## src/rtl/ram_arbiter.sv

```systemverilog
// rtl/ram_arbiter.sv - two-requester round-robin arbiter in front of a single-port ram
//
// Purpose:
//   Shares one single-port ram between two requesters. The ram has a sync write on enable,
//   a registered read with 1-cycle latency, and read-before-write behaviour.
//   Each access takes three cycles: IDLE (grant and latch), ISSUE (drive ram), RESP (ack).
//
// Ports:
//   clk, rst                  rising-edge clock, synchronous active-high reset
//   req0/req1                 access request, held until the matching ack
//   we0/we1                   1 = write, 0 = read
//   addr0/addr1               access address
//   wdata0/wdata1             write data
//   ack0/ack1                 one-cycle completion pulse
//   rd_data                   ram read data, valid in the ack cycle
//   busy                      high whenever the sequencer is not idle
//   ram_enable                ram write strobe
//   ram_address, ram_data_in  ram address / write data, always from the latched request
//   ram_data_out              ram registered read data
module ram_arbiter #(
  parameter int ADDRESS_BITS = 6,
  parameter int DATA_BITS    = 8
) (
  input  logic                    clk,
  input  logic                    rst,
  input  logic                    req0,
  input  logic                    req1,
  input  logic                    we0,
  input  logic                    we1,
  input  logic [ADDRESS_BITS-1:0] addr0,
  input  logic [ADDRESS_BITS-1:0] addr1,
  input  logic [DATA_BITS-1:0]    wdata0,
  input  logic [DATA_BITS-1:0]    wdata1,
  output logic                    ack0,
  output logic                    ack1,
  output logic [DATA_BITS-1:0]    rd_data,
  output logic                    busy,
  output logic                    ram_enable,
  output logic [ADDRESS_BITS-1:0] ram_address,
  output logic [DATA_BITS-1:0]    ram_data_in,
  input  logic [DATA_BITS-1:0]    ram_data_out
);

  typedef enum logic [1:0] {
    S_IDLE  = 2'd0,
    S_ISSUE = 2'd1,
    S_RESP  = 2'd2
  } state_e;

  state_e                  state_q, state_d;
  logic                    last_owner_q, last_owner_d;
  logic                    owner_q, owner_d;
  logic                    we_q, we_d;
  logic [ADDRESS_BITS-1:0] addr_q, addr_d;
  logic [DATA_BITS-1:0]    wdata_q, wdata_d;

  logic any_req;
  logic winner;

  // On a tie the requester that was not granted last wins; otherwise the lone requester wins.
  assign any_req = req0 | req1;
  assign winner  = (req0 & req1) ? ~last_owner_q : req1;

  always_comb begin
    state_d      = state_q;
    last_owner_d = last_owner_q;
    owner_d      = owner_q;
    we_d         = we_q;
    addr_d       = addr_q;
    wdata_d      = wdata_q;
    case (state_q)
      S_IDLE: begin
        // Requester inputs are only sampled here, so changes during ISSUE/RESP are ignored.
        if (any_req) begin
          state_d      = S_ISSUE;
          owner_d      = winner;
          last_owner_d = winner;
          we_d         = winner ? we1    : we0;
          addr_d       = winner ? addr1  : addr0;
          wdata_d      = winner ? wdata1 : wdata0;
        end
      end
      S_ISSUE: state_d = S_RESP;
      S_RESP:  state_d = S_IDLE;
      default: state_d = S_IDLE;
    endcase
  end

  always_ff @(posedge clk) begin
    if (rst) begin
      state_q      <= S_IDLE;
      last_owner_q <= 1'b1;
      owner_q      <= 1'b0;
      we_q         <= 1'b0;
      addr_q       <= '0;
      wdata_q      <= '0;
    end else begin
      state_q      <= state_d;
      last_owner_q <= last_owner_d;
      owner_q      <= owner_d;
      we_q         <= we_d;
      addr_q       <= addr_d;
      wdata_q      <= wdata_d;
    end
  end

  // The ram samples address/data at the end of ISSUE, so its registered output is the
  // pre-access contents of the address during RESP (old value for a write).
  assign busy        = (state_q != S_IDLE);
  assign ram_enable  = (state_q == S_ISSUE) && we_q;
  assign ram_address = addr_q;
  assign ram_data_in = wdata_q;
  assign ack0        = (state_q == S_RESP) && !owner_q;
  assign ack1        = (state_q == S_RESP) &&  owner_q;
  assign rd_data     = ram_data_out;

endmodule

```

## config.mk

```make
export PLATFORM = sky130hd
export DESIGN_NAME = ram_arbiter
export DESIGN_NICKNAME = d
export VERILOG_FILES = /design/src/rtl/ram_arbiter.sv
export SDC_FILE = /design/constraint.sdc
export NUM_CORES = 1
export LEC_CHECK = 0
export CORE_MARGIN = 2
export CORE_UTILIZATION = 38
export DETAILED_ROUTE_END_ITERATION = 7
export PLACE_DENSITY = 0.87
export SYNTH_ARGS = -nofsm -noshare
export SYNTH_HDL_FRONTEND = slang
export SYNTH_SLANG_ARGS = --single-unit
```

## constraint.sdc

```tcl
create_clock -name clk -period 3.5 [get_ports clk]
set_input_delay 0.35 -clock clk [delete_from_list [all_inputs] [get_ports clk]]
set_output_delay 0.35 -clock clk [all_outputs]
set_load 0.005 [all_outputs]
```

==> run summary <==
================================================================================
Status                                                                 completed
Maximum vdd ir drop                                                     0.293 mV
Global-route wire length before repair                                   4.09 mm
Sequential power share                                                     47.2%
Detailed-route via count                                                     950
Final Hold Vio Count                                                           0
Path class of the lowest-slack min-delay path                       flop to flop
Top Ports                                                                     68
Cell area after placement                                              1440 um^2
Starting density of the core                                               40.7%
Minimum hold slack                                                      0.519 ns
Total setup buffers inserted after CTS                                         0
Maximum number of pins on one net before global-route repair                  20
Die Width                                                                55.8 um
Critical path, cell by cell                                         nor2_4 > inv_2 > clkdlybuf4s50_1
Max Buffers Root-to-Sink                                                       2
Hold_buf cts                                                                   0
Type of the worst setup path                                        flop to primary output
LEAKAGE                                                                 0.540 nW
Net Sw Frac                                                                29.3%
Global routing usage summed across all routing layers                      16.3%
Yosys Warn Count                                                               0
Power per standard cell area                                         371 nW/um^2
Largest delay share family, worst path                              buffers and inverters
Post-synth net total                                                         155
Drt initial violations                                                        17
Number of pins exceeding their max-slew limit in the final report              0
Fmax                                                                     498 MHz
DRC                                                                            0
Crit path max-delay cell type                                       sky130_fd_sc_hd__clkdlybuf4s50_1
Cell Int Power                                                            385 uW
Skew-Pair Late Insertion Delay                                           0.30 ns
Post-detailed-route count of antenna-violating nets                            0
Post-route fraction of the period consumed by the critical path            57.3%
Core outline area                                                      2500 um^2
Site Rows                                                                     18
Required arrival time at the worst endpoint                              3.15 ns
TritonCTS buffer count                                                         3
Routability congestion estimate from global placement                      0.688
Actual transition at the worst max-transition pin                       0.833 ns
Time the worst path needs with I/O delays and setup                      2.01 ns
Port Buffers                                                                  51
Worst slew margin relative to its limit                                    44.3%
Setup violations, final                                                        0
Unrepaired setup endpoints after global routing                               no
Initial antenna violation count                                                0
Via/cell ratio                                                              5.22
Endpoint arrival time on the critical path                               1.66 ns
Post-Synthesis Cells                                                         113
Unique masters post-synth                                                     21
Critical path capture point type                                    primary output
Synthesis-stage register bit count                                            19
Sequential cell area fraction in the yosys report                          37.3%
Overall routed net length                                                2.51 mm
Number of buffers and inverters on the critical path                           2
CTS tree                                                                     yes
Routed len/inst                                                          13.8 um
# H-tree levels                                                                1
Final nets                                                                   195
Overflow left after global routing                                             0
Layout overhead on the synthesized area                                    44.1%
Chip height                                                              55.8 um
Number of diodes                                                               0
Overall power after layout                                                545 uW
Via count of the first global-routing pass                                   963
Switching pwr                                                             160 uW
Post-cts resize count                                                          0
Fin Clk Skew                                                          0.00189 ns
Largest stage delay on the critical path                                 0.47 ns
Area of the mapped netlist                                             1020 um^2
Layout cells sized above 1                                                 11.8%
Clock Sinks                                                                   19
Total Neg Setup Slack                                                       0 ns
Maximum fanout along the worst path                                           19
Count of maximum capacitance violations                                        0
Cell chosen for the clock root                                      sky130_fd_sc_hd__clkbuf_4
CP Launch Type                                                              flop
Fraction of the core area covered by cells at the end of the flow          58.7%
Detail Placement HPWL                                                    1.81 mm
TritonRoute pass-1 iters                                                       4
Combinational fraction of design power                                     32.2%
Post-Syn Area per Cell                                                 9.01 um^2
Die ar.                                                                3110 um^2
Post-route cell area                                                   1470 um^2
Clock power frac                                                           20.6%
Worst-path clk slew                                                      0.11 ns
# fillers                                                                    234
================================================================================
worst register-to-register path, cell delays in order, from the launching register on:
cell	delay (ns)
sky130_fd_sc_hd__dfxtp_1	0.37
sky130_fd_sc_hd__nor2_4	0.39
sky130_fd_sc_hd__inv_2	0.13
sky130_fd_sc_hd__nor2_4	0.41
sky130_fd_sc_hd__a311oi_1	0.17
layout make-up:
type / instances / area [um^2] / area share (%)
Timing Repair Buffer: 51 / 510 / 34.8
Multi-Input combinational cell: 77 / 508 / 34.6
Sequential cell: 19 / 380 / 25.9
Tap cell: 30 / 37.5 / 2.56
Clock buffer: 3 / 22.5 / 1.53
Clock inverter: 1 / 5.00 / 0.341
Inverter: 1 / 3.75 / 0.256
metal layers:
metal | share of wire (%) | GRT usage (%) | routed length, um | up-vias
li1 | - | - | - | 475
met1 | 42 | 17.3 | 1060 | 440
met2 | 52 | 31.3 | 1300 | 31
met3 | 4.6 | 2.56 | 114 | 4
met4 | 1.5 | 6.62 | 37 | 0
met5 | 0 | 0 | 0 | -
cell usage after synthesis (all sizes together):
| cell | number | area (um^2) |
|---|---|---|
| nand2 | 32 | 120 |
| dfxtp | 19 | 380 |
| a21oi | 16 | 80.1 |
| buf | 16 | 126 |
| a311oi | 15 | 188 |
| nor2 | 3 | 26.3 |
| and3b | 2 | 17.5 |
| nor3b | 2 | 15.0 |
| a21bo | 1 | 10.0 |
| a21boi | 1 | 18.8 |
| a221o | 1 | 10.0 |
| inv | 1 | 3.75 |
| nor2b | 1 | 6.26 |
| nor3 | 1 | 5.00 |
| o21ai | 1 | 5.00 |
| or2 | 1 | 6.26 |
cells in the final DEF (no fill, tap or decap):
cell type | netlist | routed
sky130_fd_sc_hd__o21ai_0 | 1 | 1
sky130_fd_sc_hd__nor3_1 | 1 | 1
sky130_fd_sc_hd__clkdlybuf4s50_1 | 0 | 51
sky130_fd_sc_hd__a21boi_4 | 1 | 1
sky130_fd_sc_hd__inv_2 | 1 | 1
sky130_fd_sc_hd__nor2_4 | 2 | 2
sky130_fd_sc_hd__nor3b_1 | 2 | 2
sky130_fd_sc_hd__a221o_1 | 1 | 1
sky130_fd_sc_hd__a21oi_1 | 16 | 16
sky130_fd_sc_hd__nor2b_1 | 1 | 1
sky130_fd_sc_hd__clkinv_2 | 0 | 1
sky130_fd_sc_hd__clkbuf_4 | 0 | 3
sky130_fd_sc_hd__nand2_1 | 32 | 32
sky130_fd_sc_hd__dfxtp_1 | 19 | 19
sky130_fd_sc_hd__a311oi_1 | 6 | 6
sky130_fd_sc_hd__a21bo_2 | 1 | 1
sky130_fd_sc_hd__a311oi_2 | 9 | 9
sky130_fd_sc_hd__nor2_1 | 1 | 1
sky130_fd_sc_hd__and3b_1 | 2 | 2
sky130_fd_sc_hd__or2_1 | 1 | 1
kinds of logic (layout without fill, tap and decap cells):
| kind of cell | Yosys count | after routing | share of synthesized area, % |
|---|---|---|---|
| compound gates | 35 | 35 | 30.6 |
| buf+inv | 17 | 56 | 12.8 |
| flops | 19 | 19 | 37.3 |
| simple gates | 42 | 42 | 19.3 |
worst paths after layout:
kind               from              to  slack (ns)  cells after the start
min             owner_q         owner_q        0.52                      2
max          state_q[0]            busy        1.49                      3
min reg2reg     owner_q         owner_q        0.52                      2
max reg2reg  state_q[0]  ram_address[3]        1.89                      4
per-stage QoR:
stage,setup slack (ns),cells
2_1_floorplan,2.33,113
5_1_grt,1.40,182
3_5_place_dp,1.58,178
4_1_cts,1.49,182
6_report,1.49,182
3_3_place_gp,1.65,178
power groups by stage:
stage	Combinational [mW]	Sequential, mW	Clock (mW)
after global routing	0.191	0.259	0.125
final	0.176	0.257	0.112
after detailed placement	0.176	0.261	0
after global placement	0.172	0.261	0
after CTS	0.177	0.257	0.116
after floorplan	0.0974	0.261	0
state kept, by name, summed over array words and instances, names as in the netlist:
register and flops:
ram_data_in 8, ram_address 6, state_q 2, last_owner_q 1, owner_q 1, we_q 1
(Power assumes the default switching activity.)
